--- config.mk ---
export PLATFORM = sky130hd
export DESIGN_NAME = seal_verifier
export DESIGN_NICKNAME = d
export VERILOG_FILES = /design/src/rtl/seal_pkg.sv /design/src/rtl/seal_crc_feeder.sv /design/src/rtl/seal_verifier.sv
export SDC_FILE = /design/constraint.sdc
export NUM_CORES = 1
export LEC_CHECK = 0
export CAP_MARGIN = 20
export CORE_MARGIN = 3
export CORE_UTILIZATION = 49
export CTS_BUF_LIST = sky130_fd_sc_hd__clkbuf_4 sky130_fd_sc_hd__clkbuf_8 sky130_fd_sc_hd__clkbuf_16
export CTS_CLUSTER_DIAMETER = 100
export CTS_CLUSTER_SIZE = 8
export DETAILED_ROUTE_END_ITERATION = 8
export GPL_TIMING_DRIVEN = 0
export HOLD_SLACK_MARGIN = 0.1
export PLACE_DENSITY = 0.76
export SYNTH_ARGS = -nofsm -noshare
export SYNTH_HDL_FRONTEND = slang
export SYNTH_SLANG_ARGS = --single-unit
export TNS_END_PERCENT = 1
--- constraint.sdc ---
create_clock -name clk -period 3 [get_ports clk]
set_clock_uncertainty 0.2 [all_clocks]
set_input_delay 0.45 -clock clk [delete_from_list [all_inputs] [get_ports clk]]
set_output_delay 0.45 -clock clk [all_outputs]
set_load 0.05 [all_outputs]
--- src/rtl/seal_pkg.sv ---
// Shared definitions for the seal-record path: record word layout, message size,
// status bit positions and FSM state encodings.
package seal_pkg;

   // Number of bytes fed through the CRC engine per record
   localparam int unsigned SEAL_MSG_BYTES = 9;
   localparam int unsigned SEAL_IDX_W     = 4;

   // Word 1 = {sid[7:0], mono[23:0]}
   localparam int unsigned W1_SID_MSB  = 31;
   localparam int unsigned W1_SID_LSB  = 24;
   localparam int unsigned W1_MONO_MSB = 23;
   localparam int unsigned W1_MONO_LSB = 0;

   // Word 2 = {mono[31:24], crc[15:0], fmt[7:0]}
   localparam int unsigned W2_MONO_MSB = 31;
   localparam int unsigned W2_MONO_LSB = 24;
   localparam int unsigned W2_CRC_MSB  = 23;
   localparam int unsigned W2_CRC_LSB  = 8;
   localparam int unsigned W2_FMT_MSB  = 7;
   localparam int unsigned W2_FMT_LSB  = 0;

   // Status word bit positions
   localparam int unsigned ST_BUSY          = 0;
   localparam int unsigned ST_DONE          = 1;
   localparam int unsigned ST_PASS          = 2;
   localparam int unsigned ST_CRC_ERR       = 3;
   localparam int unsigned ST_MONO_ERR      = 4;
   localparam int unsigned ST_SID_ERR       = 5;
   localparam int unsigned ST_FMT_ERR       = 6;
   localparam int unsigned ST_START_DROPPED = 7;
   localparam int unsigned ST_PCNT_LSB      = 16;
   localparam int unsigned ST_PCNT_MSB      = 31;

   typedef logic [2:0] seal_state_t;
   localparam seal_state_t S_IDLE  = 3'd0;
   localparam seal_state_t S_INIT  = 3'd1;
   localparam seal_state_t S_FEED  = 3'd2;
   localparam seal_state_t S_WAIT  = 3'd3;
   localparam seal_state_t S_CHECK = 3'd4;

   typedef logic [SEAL_MSG_BYTES-1:0][7:0] seal_msg_t;

   // Message byte order: sensor_id, value LSB..MSB, mono LSB..MSB
   function automatic seal_msg_t seal_build_msg(input logic [7:0]  sid,
                                                input logic [31:0] value,
                                                input logic [31:0] mono);
      seal_msg_t m;
      m[0] = sid;
      m[1] = value[7:0];
      m[2] = value[15:8];
      m[3] = value[23:16];
      m[4] = value[31:24];
      m[5] = mono[7:0];
      m[6] = mono[15:8];
      m[7] = mono[23:16];
      m[8] = mono[31:24];
      return m;
   endfunction

endpackage

--- src/rtl/seal_crc_feeder.sv ---
// Walks the 9-byte seal message into the shared CRC engine, one byte per
// FEED/WAIT round trip, and flags done when the last byte has been absorbed.
module seal_crc_feeder
   import seal_pkg::*;
(
   input  logic            clk,
   input  logic            rst_n,
   input  logic            start,
   input  seal_msg_t       msg,
   input  logic            crc_busy,
   output logic [7:0]      crc_byte,
   output logic            crc_feed,
   output logic            done
);

   localparam logic [SEAL_IDX_W-1:0] LastIdx = SEAL_IDX_W'(SEAL_MSG_BYTES - 1);

   seal_state_t           state_q, state_d;
   logic [SEAL_IDX_W-1:0] idx_q, idx_d;
   logic                  first_q, first_d;
   logic [7:0]            byte_q, byte_d;
   logic                  feed_q, feed_d;
   logic                  wait_ok;

   // The engine may not raise busy until after it sees the strobe, so the
   // first WAIT cycle never trusts crc_busy.
   assign wait_ok = (state_q == S_WAIT) && !first_q && !crc_busy;

   // State register
   always_ff @(posedge clk) begin
      if (!rst_n) state_q <= S_IDLE;
      else        state_q <= state_d;
   end

   // Next-state: IDLE -> FEED -> WAIT -> (FEED | IDLE)
   always_comb begin
      state_d = state_q;
      case (state_q)
         S_IDLE:  if (start) state_d = S_FEED;
         S_FEED:  if (!crc_busy) state_d = S_WAIT;
         S_WAIT:  if (wait_ok) state_d = (idx_q == LastIdx) ? S_IDLE : S_FEED;
         default: state_d = S_IDLE;
      endcase
   end

   // Outputs: done is a one-cycle flag on the last completed byte
   always_comb begin
      done = wait_ok && (idx_q == LastIdx);
   end

   // Byte index, registered byte/strobe and first-wait-cycle flag
   always_comb begin
      idx_d   = idx_q;
      byte_d  = byte_q;
      feed_d  = 1'b0;
      first_d = 1'b0;
      if (state_q == S_IDLE && start) idx_d = '0;
      if (state_q == S_FEED && !crc_busy) begin
         byte_d  = msg[idx_q];
         feed_d  = 1'b1;
         first_d = 1'b1;
      end
      if (wait_ok && idx_q != LastIdx) idx_d = idx_q + 1'b1;
   end

   // Datapath registers
   always_ff @(posedge clk) begin
      if (!rst_n) begin
         idx_q   <= '0;
         byte_q  <= '0;
         feed_q  <= 1'b0;
         first_q <= 1'b0;
      end else begin
         idx_q   <= idx_d;
         byte_q  <= byte_d;
         feed_q  <= feed_d;
         first_q <= first_d;
      end
   end

   assign crc_byte = byte_q;
   assign crc_feed = feed_q;

endmodule

--- src/rtl/seal_verifier.sv ---
// Seal-record verifier: accepts a 3-word sealed record from firmware, re-runs
// the CRC through the shared engine and checks ordering against the last
// accepted record.
module seal_verifier
   import seal_pkg::*;
(
   input  logic        clk,
   input  logic        rst_n,
   output logic [7:0]  crc_byte,
   output logic        crc_feed,
   output logic        crc_init,
   input  logic        crc_busy,
   input  logic [15:0] crc_value,
   input  logic        data_wr,
   input  logic [31:0] data_in,
   output logic [31:0] data_out,
   input  logic        ctrl_wr,
   input  logic [9:0]  ctrl_in,
   output logic [31:0] ctrl_out
);

   seal_state_t state_q, state_d;

   logic [1:0]  wr_seq_q, wr_seq_d;
   logic        loaded_q, loaded_d;
   logic        have_last_q, have_last_d;
   logic [31:0] last_mono_q, last_mono_d;
   logic [7:0]  last_sid_q, last_sid_d;
   logic [15:0] pass_count_q, pass_count_d;
   logic [7:0]  sensor_id_q, sensor_id_d;
   logic [31:0] rec_value_q, rec_value_d;
   logic [7:0]  rec_sid_q, rec_sid_d;
   logic [31:0] rec_mono_q, rec_mono_d;
   logic [15:0] rec_crc_q, rec_crc_d;
   logic [7:0]  rec_fmt_q, rec_fmt_d;
   logic        done_q, done_d;
   logic        pass_q, pass_d;
   logic        crc_err_q, crc_err_d;
   logic        mono_err_q, mono_err_d;
   logic        sid_err_q, sid_err_d;
   logic        fmt_err_q, fmt_err_d;
   logic        dropped_q, dropped_d;
   logic        crc_init_q, crc_init_d;

   logic        idle, busy, cmd_clear, cmd_start, start_go, feed_start, feed_done;
   logic        crc_err_c, mono_err_c, sid_err_c, fmt_err_c, pass_c;
   logic [31:0] status;
   seal_msg_t   msg;

   assign idle      = (state_q == S_IDLE);
   assign cmd_clear = ctrl_wr && ctrl_in[0];
   assign cmd_start = ctrl_wr && ctrl_in[1] && !ctrl_in[0];
   assign start_go  = idle && cmd_start && loaded_q;

   assign crc_err_c  = (crc_value != rec_crc_q);
   assign mono_err_c = have_last_q && (rec_mono_q <= last_mono_q);
   assign sid_err_c  = have_last_q && (rec_sid_q != last_sid_q);
   assign fmt_err_c  = (rec_fmt_q != 8'h00);
   assign pass_c     = !(crc_err_c || mono_err_c || sid_err_c || fmt_err_c);

   assign msg = seal_build_msg(sensor_id_q, rec_value_q, rec_mono_q);

   seal_crc_feeder u_feeder (
      .clk      (clk),
      .rst_n    (rst_n),
      .start    (feed_start),
      .msg      (msg),
      .crc_busy (crc_busy),
      .crc_byte (crc_byte),
      .crc_feed (crc_feed),
      .done     (feed_done)
   );

   // State register
   always_ff @(posedge clk) begin
      if (!rst_n) state_q <= S_IDLE;
      else        state_q <= state_d;
   end

   // Next-state; S_FEED covers the whole feeder run (FEED/WAIT live in the feeder)
   always_comb begin
      state_d = state_q;
      case (state_q)
         S_IDLE:  if (start_go) state_d = S_INIT;
         S_INIT:  state_d = S_FEED;
         S_FEED:  if (feed_done) state_d = S_CHECK;
         S_CHECK: state_d = S_IDLE;
         default: state_d = S_IDLE;
      endcase
   end

   // FSM outputs; crc_init is registered so it is high during the INIT cycle
   always_comb begin
      busy       = !idle;
      crc_init_d = idle && (state_d == S_INIT);
      feed_start = (state_q == S_INIT);
   end

   // Record load, commands and result/anchor updates
   always_comb begin
      wr_seq_d     = wr_seq_q;
      loaded_d     = loaded_q;
      have_last_d  = have_last_q;
      last_mono_d  = last_mono_q;
      last_sid_d   = last_sid_q;
      pass_count_d = pass_count_q;
      sensor_id_d  = sensor_id_q;
      rec_value_d  = rec_value_q;
      rec_sid_d    = rec_sid_q;
      rec_mono_d   = rec_mono_q;
      rec_crc_d    = rec_crc_q;
      rec_fmt_d    = rec_fmt_q;
      done_d       = done_q;
      pass_d       = pass_q;
      crc_err_d    = crc_err_q;
      mono_err_d   = mono_err_q;
      sid_err_d    = sid_err_q;
      fmt_err_d    = fmt_err_q;
      dropped_d    = dropped_q;
      if (idle) begin
         if (cmd_clear) begin
            wr_seq_d     = 2'd0;
            loaded_d     = 1'b0;
            have_last_d  = 1'b0;
            last_mono_d  = '0;
            last_sid_d   = '0;
            pass_count_d = '0;
            done_d       = 1'b0;
            pass_d       = 1'b0;
            crc_err_d    = 1'b0;
            mono_err_d   = 1'b0;
            sid_err_d    = 1'b0;
            fmt_err_d    = 1'b0;
            dropped_d    = 1'b0;
         end else if (cmd_start) begin
            sensor_id_d = ctrl_in[9:2];
            done_d      = 1'b0;
            pass_d      = 1'b0;
            crc_err_d   = 1'b0;
            mono_err_d  = 1'b0;
            sid_err_d   = 1'b0;
            dropped_d   = 1'b0;
            // An incomplete record finishes immediately as a format error
            fmt_err_d   = !loaded_q;
            done_d      = !loaded_q;
            if (loaded_q) wr_seq_d = 2'd0;
         end else if (data_wr) begin
            case (wr_seq_q)
               2'd0: begin
                  rec_value_d = data_in;
                  loaded_d    = 1'b0;
                  wr_seq_d    = 2'd1;
               end
               2'd1: begin
                  rec_sid_d        = data_in[W1_SID_MSB:W1_SID_LSB];
                  rec_mono_d[23:0] = data_in[W1_MONO_MSB:W1_MONO_LSB];
                  wr_seq_d         = 2'd2;
               end
               2'd2: begin
                  rec_mono_d[31:24] = data_in[W2_MONO_MSB:W2_MONO_LSB];
                  rec_crc_d         = data_in[W2_CRC_MSB:W2_CRC_LSB];
                  rec_fmt_d         = data_in[W2_FMT_MSB:W2_FMT_LSB];
                  wr_seq_d          = 2'd0;
                  loaded_d          = 1'b1;
               end
               default: wr_seq_d = 2'd0;
            endcase
         end
      end else begin
         if (cmd_start) dropped_d = 1'b1;
         if (state_q == S_CHECK) begin
            done_d     = 1'b1;
            pass_d     = pass_c;
            crc_err_d  = crc_err_c;
            mono_err_d = mono_err_c;
            sid_err_d  = sid_err_c;
            fmt_err_d  = fmt_err_c;
            if (pass_c) begin
               last_mono_d = rec_mono_q;
               last_sid_d  = rec_sid_q;
               have_last_d = 1'b1;
               if (pass_count_q != 16'hFFFF) pass_count_d = pass_count_q + 16'd1;
            end
         end
      end
   end

   // Datapath registers
   always_ff @(posedge clk) begin
      if (!rst_n) begin
         wr_seq_q     <= '0;
         loaded_q     <= 1'b0;
         have_last_q  <= 1'b0;
         last_mono_q  <= '0;
         last_sid_q   <= '0;
         pass_count_q <= '0;
         sensor_id_q  <= '0;
         rec_value_q  <= '0;
         rec_sid_q    <= '0;
         rec_mono_q   <= '0;
         rec_crc_q    <= '0;
         rec_fmt_q    <= '0;
         done_q       <= 1'b0;
         pass_q       <= 1'b0;
         crc_err_q    <= 1'b0;
         mono_err_q   <= 1'b0;
         sid_err_q    <= 1'b0;
         fmt_err_q    <= 1'b0;
         dropped_q    <= 1'b0;
         crc_init_q   <= 1'b0;
      end else begin
         wr_seq_q     <= wr_seq_d;
         loaded_q     <= loaded_d;
         have_last_q  <= have_last_d;
         last_mono_q  <= last_mono_d;
         last_sid_q   <= last_sid_d;
         pass_count_q <= pass_count_d;
         sensor_id_q  <= sensor_id_d;
         rec_value_q  <= rec_value_d;
         rec_sid_q    <= rec_sid_d;
         rec_mono_q   <= rec_mono_d;
         rec_crc_q    <= rec_crc_d;
         rec_fmt_q    <= rec_fmt_d;
         done_q       <= done_d;
         pass_q       <= pass_d;
         crc_err_q    <= crc_err_d;
         mono_err_q   <= mono_err_d;
         sid_err_q    <= sid_err_d;
         fmt_err_q    <= fmt_err_d;
         dropped_q    <= dropped_d;
         crc_init_q   <= crc_init_d;
      end
   end

   // Status word assembly
   always_comb begin
      status                          = '0;
      status[ST_BUSY]                 = busy;
      status[ST_DONE]                 = done_q;
      status[ST_PASS]                 = pass_q;
      status[ST_CRC_ERR]              = crc_err_q;
      status[ST_MONO_ERR]             = mono_err_q;
      status[ST_SID_ERR]              = sid_err_q;
      status[ST_FMT_ERR]              = fmt_err_q;
      status[ST_START_DROPPED]        = dropped_q;
      status[ST_PCNT_MSB:ST_PCNT_LSB] = pass_count_q;
   end

   assign ctrl_out = status;
   assign data_out = last_mono_q;
   assign crc_init = crc_init_q;

endmodule
# ---- Word level (Yosys, flattened, before mapping)
# Cells that the tools add are included.
# W data, S select, Z words.
dict set report word_totals {
  reg_bits 191
  in_bits 63
  output_inout_bits 74
  elab_cells 156
}
dict set report classes {
  add_sub_neg 2
  magnitude_cmp 2
  n_eq_ne 21
  muxes 57
  n_bitwise 2
  n_reduce_logical 46
}
# operator n
set ops {}
lappend ops {{$mux W32} 4}
lappend ops {{$mux W16} 5}
lappend ops {{$mux W8} 5}
lappend ops {{$bmux W8 S4} 1}
lappend ops {{$le A32 B32 Y1} 1}
lappend ops {{$mux W1} 26}
lappend ops {{$pmux W3 S3} 2}
lappend ops {{$add A16 B1 Y16 const B} 1}
lappend ops {{$ne A16 B16 Y1} 1}
lappend ops {{$ne A16 B16 Y1 const B} 1}
lappend ops {{$mux W3} 5}
lappend ops {{$reduce_and A5 Y1} 3}
lappend ops {{$logic_and A1 B1 Y1} 14}
lappend ops {{$reduce_and A3 Y1} 4}
lappend ops {{$reduce_bool A2 Y1} 6}
lappend ops {{$mux W2} 5}
lappend ops {{$eq A3 B2 Y1 const B} 3}
lappend ops {{$mux W4} 2}
lappend ops {{$ne A8 B8 Y1} 1}
lappend ops {{$reduce_and A4 Y1} 2}
lappend ops {{$reduce_bool A8 Y1} 1}
lappend ops {{$eq A3 B1 Y1 const B} 2}
lappend ops {{$logic_not A1 Y1} 6}
lappend ops {{$logic_not A3 Y1} 2}
lappend ops {{18 further kinds} 27}

# ---- Longest topological paths before layout
dict set report logic_depth {
  ltp_word 8
  mapped_depth 11
  ltp_nobuf 9
}

# ---- Modules after synthesis
# From an unflattened synthesis, not the netlist that was laid out.
dict set report unflattened {
  hier_cells 1122
  area_unflattened_um2 9196.3
}
# mod n_inst cells_per_inst area_per_inst_um2 seq_area_each_um2
set modules_own_cells {}
lappend modules_own_cells {seal_verifier 1 996 7991.4 3503.4}
lappend modules_own_cells {seal_crc_feeder 1 126 1204.9 300.3}

# ---- Least setup slack after synthesis
# OpenSTA, ideal clock, no wires.
dict set report synth_path {
  path_kind {register -> register}
  start {register last_mono_q[30], in the netlist data_out[30]}
  end {register pass_count_q[10]}
  setup_ns 0.152
  arrival_time_ns 2.761
  required_ns 2.648
  slack_ns -0.113
  stages_incl_launch_ff 10
  n_path_buf 1
  period_less_slack_ns 3.113
  cell_sequence {dfxtp_1 inv_1 ha_1 nand4_2 or4_4 a311oi_4 o31ai_2 o211ai_2 buf_6 a31oi_4}
}
dict set report synth_between {
  elab_chain_len 7
}
# element line
set synth_rtl {}
lappend synth_rtl {{start: declaration} seal_verifier.sv:27} ;# logic [31:0] last_mono_q, last_mono_d;
lappend synth_rtl {{start signal: assignment} seal_verifier.sv:215} ;# last_mono_q <= last_mono_d;
lappend synth_rtl {{$le A32 B32 Y1} seal_verifier.sv:56} ;# assign mono_err_c = have_last_q && (rec_mono_q <= last_mono_q);
lappend synth_rtl {{$logic_and A1 B1 Y1} seal_verifier.sv:56}
lappend synth_rtl {{$logic_or A1 B1 Y1 (3 in a row)} seal_verifier.sv:59} ;# assign pass_c = !(crc_err_c || mono_err_c || sid_err_c || fmt_err_c);
lappend synth_rtl {{$ne A2 B2 Y1 (no line)} --}
lappend synth_rtl {{$reduce_and A4 Y1 (no line)} --}
lappend synth_rtl {{end signal: assignment} seal_verifier.sv:217} ;# pass_count_q <= pass_count_d;
lappend synth_rtl {{end: declaration} seal_verifier.sv:29} ;# logic [15:0] pass_count_q, pass_count_d;
# Every way passes these cells.
# A chain may end at the register's enable or synchronous reset.

# ---- Final worst setup path
dict set report layout_path {
  start {register last_mono_q[16], in the netlist data_out[16]}
  end {register pass_count_q[14]}
}
# Same word-level chain as after synthesis.

==> results.md <==
- Initial core utilization: 50.9%
- Via total after detailed routing: 8389
- Worst Setup Start Kind: flop
- CTS Hold Buffers Added: 0
- Ys async rst share: 0%
- Dpl cells: 1436
- Worst EP required: 3.17 ns
- Die width: 144 um
- Routed WL: 27.3 mm
- Number of flops mapped to enable cells by yosys: 0
- Post-Syn Area: 9320 sq um
- Hold path cells: 2
- Mean Syn Cell Area: 8.69 sq um
- Commonest cells in the netlist: nand2_1, dfxtp_1, a21boi_1
- Max clock buf depth: 2
- CTS tree: done
- Number of I/O port buffers: 127
- Violated checks: setup timing
- Final Hold Viols: 0
- Share of cells above drive strength 1: 12.4%
- Area Overhead vs Synth: 27.7%
- Clock Sink Count: 190
- I/O pin total: 137
- Initial antenna violation count: 0
- Max-Cap Viols: 0
- Fin cells: 1475
- Post-synth top area share: 40.8%
- Mapped Cells: 1073
- Status: finished, violations left
- PwrDens: 485 nW/um^2
- Routability cong.: 0.895
- Nets@finish: 1331
- Worst Reg-to-Reg Cells: 9
- # setup viols final: 5
- DRT iter0 DRCs: 743
- Num rows: 49
- Post-synth top area cell: dfxtp_1
- GR Util All Layers: 26.7%
- Clk slew on worst S/H paths: 0.07 ns
- Final worst path period share: 101%
- Peak VDD IR: 0.523 mV
- Pre-CTS WS: -0.711 ns
- Sequential fraction of the synthesis area: 40.8%
- Synth unique cells: 62
- Global-route wire length before repair: 42.6 mm
- Clk_lat worst skew: 0.45 ns
- DP Wirelength: 20.2 mm
- HP Class: reg -> reg
- Setup TNS: -0.0827 ns
- Clock Tree Root: clkbuf_16
- H-tree depth: 4
- DR DRC count: 0
- Diode count: 0
- CP Max Fanout: 5
- DIE AREA: 20700 sq um
- WS Path Type: reg -> reg
- Largest net degree at the start of global routing: 20
- Critical Path AT: 3.20 ns
- Slew headroom: 38.6%
- Unrepaired setup endpoints after global routing: true
- DR vias/cell: 5.69
- Lkg Pwr: 4.36 nW
- Wire per inst: 18.5 um
- Antenna viol nets, final: 0
- DR pass1 iterations: 5
- Minimum clock period: 3.03 ns
- CTS Buf Count: 17
- Grt ovf: 0
- Worst setup margin: -0.0296 ns
- Die H: 144 um
- CP Capture Type: flop
- Core Area: 18300 sq um
- Max Slew Vio Count: 0
- Count leader, synth: nand2_1
- Synth Register Bits: 190
- Number of global-route vias before repair: 7930
- Yosys warns: 0
- Tightest Pin Transition: 0.920 ns
- Ys flop type: dfxtp_1
- Largest cells by area after synthesis: dfxtp_1, nand2_1, a21boi_1
- Max Fclk: 330 MHz
## state kept, by name, summed over array words and instances, names as in the netlist, 2 cells and up
register / count
data_out: 32
rec_sid_q: 8
sensor_id_q: 8
u_feeder.crc_byte: 8
rec_crc_q: 16
u_feeder.state_q: 2
rec_fmt_q: 8
last_sid_q: 8
rec_value_q: 32
state_q: 3
pass_count_q: 16
wr_seq_q: 2
u_feeder.idx_q: 4
rec_mono_q: 32
## cell usage in the layout (no fill, tap or decap), drive strengths merged, types with 10 or more instances in the layout
cell type and instances:
ha 35, clkdlybuf4s50 126, o21ai 15, nor4 10, a31oi 14, inv 44, nor2 13, o211ai 14
nor3 10, xor2 24, mux4 16, nand2 268, buf 37, nand4 12, dfxtp 190, nor2b 19
clkbuf 68, nand3 55, a21boi 140, mux2i 18, a21oi 23
## path summary, 6_finish.rpt
kind / start / end / slack, ns
worst max-delay path: data_out[16] / pass_count_q[14] / -0.03
worst min-delay path: rec_value_q[22] / rec_value_q[22] / 0.25
worst max register to register: data_out[16] / pass_count_q[14] / -0.03
worst min register to register: rec_value_q[22] / rec_value_q[22] / 0.25
## where the power goes
part | internal (mW) | switching (mW) | total [mW]
Clock | 1.50 | 1.03 | 2.54
Combinational | 0.262 | 0.356 | 0.618
Sequential | 2.58 | 0.0470 | 2.63
## worst max-delay path: stages (launching register included)
cell and delay [ns]:
dfxtp_1 0.37, inv_1 0.06, ha_1 0.27, nand4_1 0.13, or4_4 0.63, a311oi_4 0.37, o31ai_4 0.17, buf_4 0.18
or4_4 0.51, o211ai_2 0.07
## repair_timing
item                       in CTS  in global routing
setup endpoints to repair      77                125
cloned                          1                  0
buffers inserted                6                  0
gates resized for setup        27                 23
pin swaps                       8                  7
## kinds of logic (layout without fill, tap and decap cells)
family	count (synthesis)	in the layout	share of synthesized area [%]
buffers and inverters	122	288	5.78
flip-flops	190	190	40.8
adder cells (fa/ha/maj)	35	35	4.70
XOR/XNOR	26	26	2.44
AO/OA/AOI/OAI	241	241	19.8
AND/OR/NAND/NOR	424	424	20.6
multiplexers	34	34	5.80
other	1	8	0.0402
## stage by stage
stage	area, sq um	total power [mW]	hold WS, ns	util, %
3_3_place_gp	10900	3.25	0.241	59.6
6_report	11900	5.78	0.254	65.0
5_1_grt	11900	5.94	0.272	65.0
3_5_place_dp	10900	3.26	0.246	59.6
4_1_cts	11800	5.77	0.255	64.3
2_1_floorplan	9370	3.02	0.232	-
## cell type report
type / count / area (sq um)
fillers: 1534 / 6420
flip-flops and latches: 190 / 3830
repair buffers: 135 / 1340
plain buffers: 78 / 423
well taps: 229 / 287
multi-input cells: 768 / 5210
inverters: 43 / 161
clock inverters: 14 / 215
clock buffers: 18 / 439
## layer usage
layer	global-route usage (%)	share of wire, %
met1	35.9	43
met4	8.72	2.6
met2	41.9	46
met5	0	0
met3	7.02	8.6
No activity file was read; power rests on OpenSTA's default activity.
